`config.mk`:
```
export PLATFORM = sky130hd
export DESIGN_NAME = cby_param_cfg_shadow
export DESIGN_NICKNAME = d
export VERILOG_FILES = /design/src/rtl/cby_param_cfg_shadow.sv
export SDC_FILE = /design/constraint.sdc
export NUM_CORES = 1
export LEC_CHECK = 0
export ABC_CLOCK_PERIOD_IN_PS = 1400
export CAP_MARGIN = 30
export CELL_PAD_IN_SITES_DETAIL_PLACEMENT = 0
export CELL_PAD_IN_SITES_GLOBAL_PLACEMENT = 1
export CORE_MARGIN = 4
export CORE_UTILIZATION = 42
export CTS_BUF_LIST = sky130_fd_sc_hd__clkbuf_8
export DETAILED_ROUTE_END_ITERATION = 16
export MAX_ROUTING_LAYER = met4
export PLACE_DENSITY_LB_ADDON = 0.1
export SLEW_MARGIN = 0
export SYNTH_ARGS = -nofsm -noshare
export SYNTH_HDL_FRONTEND = slang
export SYNTH_HIERARCHICAL = 1
export SYNTH_SLANG_ARGS = --single-unit
```
`constraint.sdc`:
```
create_clock -name prog_clk -period 1.4 [get_ports prog_clk]
set_clock_uncertainty 0.1 [all_clocks]
set_input_delay 0.21 -clock prog_clk [delete_from_list [all_inputs] [get_ports prog_clk]]
set_output_delay 0.21 -clock prog_clk [all_outputs]
set_load 0.005 [all_outputs]
```
`src/rtl/cby_param_cfg_shadow.sv`:
```
// Parametrised Y-channel connection block with a double-buffered config chain.
// Optional CBY_CFG_PARITY_EN adds an even-parity bit at the tail of the chain.

module cby_ipin_mux #(
    parameter int CHAN_WIDTH = 5,
    parameter int TAPS       = 1,
    parameter int SEL_W      = 2,
    parameter int IDX        = 0
) (
    input  logic [SEL_W-1:0]      sel_i,
    input  logic [CHAN_WIDTH-1:0] bot_i,
    input  logic [CHAN_WIDTH-1:0] top_i,
    output logic                  pin_o
);
    logic [2*TAPS-1:0] hit;

    // Code j+1 taps track (IDX + j/2) mod CHAN_WIDTH; even j from bottom, odd j from top.
    // Codes 0 and anything above 2*TAPS leave every hit low, so the pin drives 0.
    for (genvar j = 0; j < 2*TAPS; j++) begin : g_tap
        localparam int T = (IDX + j/2) % CHAN_WIDTH;
        if (j % 2 == 0) begin : g_bot
            assign hit[j] = (sel_i == SEL_W'(j+1)) & bot_i[T];
        end else begin : g_top
            assign hit[j] = (sel_i == SEL_W'(j+1)) & top_i[T];
        end
    end

    assign pin_o = |hit;
endmodule

module cby_param_cfg_shadow #(
    parameter int CHAN_WIDTH = 5,
    parameter int NUM_IPIN   = 15,
    parameter int TAPS       = 1,
    parameter int SEL_W      = $clog2(2*TAPS+1),
    parameter int CFG_LEN    = NUM_IPIN*SEL_W
) (
    input  logic                  prog_clk,
    input  logic                  pReset,
    input  logic                  cfg_en,
    input  logic                  cfg_commit,
    input  logic                  ccff_head,
    output logic                  ccff_tail,
    input  logic [CHAN_WIDTH-1:0] chany_bottom_in,
    input  logic [CHAN_WIDTH-1:0] chany_top_in,
    output logic [CHAN_WIDTH-1:0] chany_bottom_out,
    output logic [CHAN_WIDTH-1:0] chany_top_out,
    output logic [NUM_IPIN-1:0]   ipin_out,
    output logic                  cfg_full,
    output logic                  cfg_valid,
    output logic                  cfg_err
);
`ifdef CBY_CFG_PARITY_EN
    localparam int PAR_W = 1;
`else
    localparam int PAR_W = 0;
`endif
    localparam int  CHAIN_LEN = CFG_LEN + PAR_W;
    localparam int  CNT_W     = $clog2(CHAIN_LEN+1);
    localparam bit  ONE_SHOT  = (CHAIN_LEN == 1);

    typedef enum logic [1:0] {S_EMPTY, S_LOADING, S_FULL} state_t;

    logic [CHAIN_LEN-1:0] sr_q, sr_d;
    logic [CFG_LEN-1:0]   shadow_q;
    logic [CNT_W-1:0]     cnt_q;
    state_t               state_q;
    logic                 full_q, valid_q, err_q;
    logic                 parity_ok, commit_ok;

    assign chany_bottom_out = chany_top_in;
    assign chany_top_out    = chany_bottom_in;

`ifdef CBY_CFG_PARITY_EN
    assign parity_ok = ~(^sr_q);
`else
    assign parity_ok = 1'b1;
`endif

    assign commit_ok = cfg_commit & ~cfg_en & (state_q == S_FULL) & parity_ok;

    always_comb begin
        sr_d = sr_q;
        if (cfg_en) sr_d = (sr_q << 1) | CHAIN_LEN'(ccff_head);
    end

    // One block owns chain, shadow and FSM so commit and shift priorities stay in one place.
    always_ff @(posedge prog_clk or negedge pReset) begin
        if (!pReset) begin
            sr_q     <= '0;
            shadow_q <= '0;
            cnt_q    <= '0;
            state_q  <= S_EMPTY;
            full_q   <= 1'b0;
            valid_q  <= 1'b0;
            err_q    <= 1'b0;
        end else begin
            sr_q <= sr_d;
            if (commit_ok) begin
                shadow_q <= sr_q[CFG_LEN-1:0];
                cnt_q    <= '0;
                state_q  <= S_EMPTY;
                full_q   <= 1'b0;
                valid_q  <= 1'b1;
            end else begin
                if (cfg_commit) err_q <= 1'b1;
                if (cfg_en) begin
                    case (state_q)
                        S_EMPTY: begin
                            cnt_q <= CNT_W'(1);
                            if (ONE_SHOT) begin
                                state_q <= S_FULL;
                                full_q  <= 1'b1;
                            end else begin
                                state_q <= S_LOADING;
                            end
                        end
                        S_LOADING: begin
                            cnt_q <= cnt_q + CNT_W'(1);
                            if (cnt_q == CNT_W'(CHAIN_LEN-1)) begin
                                state_q <= S_FULL;
                                full_q  <= 1'b1;
                            end
                        end
                        default: ; // FULL: shifts pass through, count stays saturated
                    endcase
                end
            end
        end
    end

    assign ccff_tail = sr_q[CHAIN_LEN-1];
    assign cfg_full  = full_q;
    assign cfg_valid = valid_q;
    assign cfg_err   = err_q;

    for (genvar gi = 0; gi < NUM_IPIN; gi++) begin : g_ipin
        cby_ipin_mux #(
            .CHAN_WIDTH(CHAN_WIDTH),
            .TAPS      (TAPS),
            .SEL_W     (SEL_W),
            .IDX       (gi)
        ) u_mux (
            .sel_i(shadow_q[gi*SEL_W +: SEL_W]),
            .bot_i(chany_bottom_in),
            .top_i(chany_top_in),
            .pin_o(ipin_out[gi])
        );
    end
endmodule

```
After elaboration in Yosys (flattened, before gate mapping)
Cells that the tools add are included.

storage, ports and cells
  register bits after elaboration = 70
  input port bits = 15

operators by class
  equality and inequality tests = 34
  bitwise logic cells = 35
  reductions and logical operators = 24
  add/sub/neg operators = 1
  muxes and demuxes = 11

operators with widths
  kind                                                  number
  bitwise AND 1 bit                                     32
  equality test 2 x 1 -> 1 bit (second input constant)  16
  equality test 2 bit (second input constant)           16
  OR 30 x 1 -> 30 bit                                   1
  OR reduction 2 bit                                    15
  2-to-1 mux 5 bit                                      2
  case mux 5 bit (2 select lines)                       1
  2-to-1 mux 2 bit                                      3
  AND reduction 3 bit                                   2
  nonzero test 2 bit                                    3
  adder 5 x 1 -> 5 bit (second input constant)          1
  equality test 5 bit (second input constant)           1
  2-to-1 mux 1 bit                                      4
  case mux 2 bit (2 select lines)                       1
  AND reduction 2 bit                                   2
  != test 3 bit (second input constant)                 1
  nonzero test 3 bit                                    1
  zero test 2 bit                                       1
  inverter 1 bit                                        2

Longest topological paths before layout
  word-level depth = 5
  gate-level depth with buffers = 5

Hierarchy
The synthesis kept the hierarchy.

modules (own cells, without submodules)
  module                cells each  area an instance (sq um)  times used
  cby_param_cfg_shadow  189         2915.3                    1
  cby_ipin_mux          3           20.0                      15

Worst setup path after synthesis
OpenSTA, ideal clock, no wires.

  kind = register -> register
  start = register state_q[0]
  end = register shadow_q[0]
  library setup time = 0.125 ns
  data required time = 1.175 ns
  stages on the path, launching flop included = 5
  period minus slack after synthesis = 1.343 ns
  arrival time = 1.118 ns
  slack = 0.057 ns
  cells stage by stage = dfrtp_1 nand4bb_1 buf_4 buf_6 mux2_4

on the way
  cells in the longest elaborated chain, start to end = 2

RTL lines
  element                   line  text
  start: declaration        67    state_t state_q;
  start signal: assignment  93    state_q <= S_EMPTY;
  start signal: assignment  102   state_q <= S_EMPTY;
  start signal: assignment  112   state_q <= S_FULL;
  equality test 2 bit       80    assign commit_ok = cfg_commit & ~cfg_en & (state_q == S_FULL) & parity_ok;
  bitwise AND 1 bit         80
  end signal: assignment    100   shadow_q <= sr_q[CFG_LEN-1:0];
  end: declaration          65    logic [CFG_LEN-1:0] shadow_q;

Every way passes these cells.
A chain may end at the register's enable or synchronous reset.

Worst setup path after layout
  start = register state_q[0]
  end = register shadow_q[22]

Same word-level chain as after synthesis.

==> results.md <==
- Vias in the first global route: 2161
- Synth cell types: 28
- # nets final: 324
- Yosys warnings: 6
- Worst skew pair latency: 0.34 ns
- Worst-Margin Slew: 0.364 ns
- Busiest grt layer: met2
- Core Util, Final: 56.5%
- DR iter-0 viols: 63
- DRC viols: 0
- DIE AREA: 9120 µm²
- Avg Cell Area, Syn: 13.7 µm²
- Max_cap viols: 0
- DRT Pass-1 Iters: 4
- Crit path required time: 1.52 ns
- CP Launch Type: register
- Crit-path max cell delay: 0.38 ns
- Top delay family on crit path: flip-flops
- Via density: 4.92
- Worst Path Buf+Inv: 2
- P&R area growth vs syn: 28.8%
- CP max FO: 5
- Root Buffer Master: clkbuf_8
- Routability-driven placement congestion ratio: 0.724
- Avg WL per Cell: 14.8 µm
- Die Wd: 95.5 µm
- Drt total wl: 6.09 mm
- Routed Antenna Nets: 0
- Failing checks: negative setup slack
- Crit. End Element: register
- ANT cells: 0
- Largest net degree at the start of global routing: 71
- Die Y: 95.5 µm
- WP data arrival: 1.59 ns
- Fin crit share: 105%
- Filler cells: 613
- FF+latch count, synth: 70
- HP Class: primary input to async pin
- VDD IR-drop max: 698 µV
- CTS tree: built
- Status: finished with violations
- Core area: 7330 µm²
- Clk pin slew, worst setup/hold paths: 0.08 ns
- Final Hold Viols: 0
- Relative slew slack: 75.7%
- Multi-input gate area: 1340 µm²
- Port buffer count: 43
- Placed cells: 378
- Area of the mapped netlist: 3220 µm²
- RSZ-0062 raised after global routing: yes
- Final setup margin: -0.0720 ns
- GRT Resource Usage Total: 15.6%
- Fin crit period: 1.47 ns
- Site Rows: 31
- Layout cells sized above 1: 47.8%
- Initial Utilization: 43.9%
- Final setup vio count: 12
- Clk sink count: 70
- Maximum clock rate: 679 MHz
- Total number of vias: 2021
- First-pass GRT wire length: 10.6 mm
- Slowest CP cell: dfrtp_1
- Setup_tns: -0.422 ns
- Initial antenna violation count: 0
- Critical Path, Cell by Cell: nand4bb_4 -> buf_6 -> buf_12 -> mux2_4
- H-tree Lvls: 3
- Critical path origin: state_q[0]
- Place WS: -0.479 ns
- Non-Filler Instances: 411
- Total power per unit cell area: 1360 nW/µm²
- Total grt overflow: 0
- Met3 Use GR: 2.53%
- Cell Area, Placed: 3850 µm²
- IO Pins: 44
- Post-synthesis sequential area ratio: 54.5%
- DP Wirelength: 3.97 mm
- Final design area excluding fillers: 4140 µm²
- Mapped Nets: 251
- Deepest clock path buffer count: 2
- Cell count after synthesis: 234
- Launching point of the worst reg2reg path: state_q[0]
- Leakage power: 2.04 nW
- FF+latch area: 1750 µm²
- Setup CP Type: register to register
- Met2 usage: 25.1%
- GR Layer Usage met1: 19.9%
- CTS Buf Count: 9
- Max Slew Vio Count: 0
## per-layer routing
metal	vias up	share of wire, %
met2	33	50
met5	-	0
met3	8	3.5
met1	1002	46
met4	0	1.3
li1	978	-
## tightest hold or removal path, stage by stage
cell           delay (ns)
dlygate4sd3_1        0.52
buf_2                0.12
buf_12               0.32
## path summary, 6_finish.rpt
kind / end / slack [ns] / depth (start not counted)
max: shadow_q[22] / -0.07 / 4
min: sr_q[16] / 0.32 / 3
max reg2reg: shadow_q[22] / -0.07 / 4
min reg2reg: cfg_err / 0.36 / 1
max in group asynchronous: sr_q[4] / 0.59 / 3
min in group prog_clk: cfg_err / 0.36 / 1
## state kept, by name, summed over array words and instances (netlist names)
register and cells:
cfg_err 1, cfg_full 1, cfg_valid 1, cnt_q 5
shadow_q 30, sr_q 30, state_q 2
## layout make-up
cell class	count	share of cell area, %
Multi-Input combinational cell	142	32.4
Inverter	3	0.272
Sequential cell	70	42.3
Clock buffer	10	3.32
Clock inverter	6	1.69
Tap cell	99	2.99
Timing Repair Buffer	81	17.0
## placed cells by master, fill, tap and decap left out, drive strengths merged
| cell | count |
|---|---|
| o211ai | 1 |
| dlygate4sd2 | 11 |
| nor2 | 1 |
| clkbuf | 12 |
| nand4b | 1 |
| buf | 53 |
| and3 | 1 |
| clkinvlp | 3 |
| and2b | 1 |
| o21a | 1 |
| clkdlybuf4s50 | 13 |
| nand4 | 2 |
| bufinv | 1 |
| a41oi | 1 |
| ha | 2 |
| mux2 | 60 |
| nand3b | 16 |
| a221oi | 1 |
| a21o | 1 |
| a21oi | 8 |
| dfrtp | 70 |
| nand2 | 18 |
| nand2b | 4 |
| nand4bb | 1 |
| dlygate4sd3 | 1 |
| clkinv | 1 |
| o21ai | 17 |
| clkdlybuf4s15 | 1 |
| inv | 4 |
| nand3 | 1 |
| nor3 | 3 |
| a311oi | 1 |
## synthesized netlist by cell type
master      n  share of area, %
nand4bb_1   1              0.35
mux2_4     26                12
a21o_1      1              0.23
nand4_1     2              0.39
nor3_1      3              0.47
nand3_1     1              0.16
a221oi_1    1              0.27
o21ai_2    15               4.1
nor2_1      1              0.12
and2b_1     1              0.23
a21oi_1     8               1.2
a311oi_1    1              0.27
o21ai_0     2              0.31
mux2_2     34                12
dfrtp_1    70                54
o211ai_1    1              0.23
buf_6       3               1.1
nand4b_1    1              0.27
o21a_1      1              0.23
nand2b_1    4              0.78
inv_1       3              0.35
and3_1      1              0.19
nand3b_1   16               3.7
buf_2       5              0.78
a41oi_1     1              0.27
nand2_1    18               2.1
ha_1        2              0.78
buf_4      11               2.6
## report_power, final
group,switching [W],internal (W),total [W]
clock network,0.000782,0.000880,0.00166
logic,0.000402,0.000676,0.00108
registers,0.000387,0.00250,0.00288
total,0.00157,0.00405,0.00562
## cells by family (layout without fill, tap and decap cells)
family                     Yosys count  count (layout)  synth area share (%)
muxes                               60              60                  24.0
DFF                                 70              70                  54.5
adders and majority gates            2               2                 0.778
AOI/OAI and AO/OA                   31              31                  7.16
buffers and inverters               22             100                  4.75
and+or+nand+nor                     49              49                  8.79
## timing repair
item | in CTS | in global routing
endpoints found under the setup margin | 59 | 53
buffers inserted | 11 | 7
hold buffers | 1 | 0
pin swaps | 1 | 2
hold endpoints to repair | 70 | 0
cloned | 3 | 0
gates resized for setup | 84 | 8
## stage by stage
step	hold slack, ns	total power (W)
after global placement	0.164	0.00397
after floorplan	-0.186	0.00349
after global routing	0.369	0.00598
after CTS	0.337	0.00566
after detailed placement	0.170	0.00400
final	0.322	0.00562
Power figures use the tool's default switching activity.
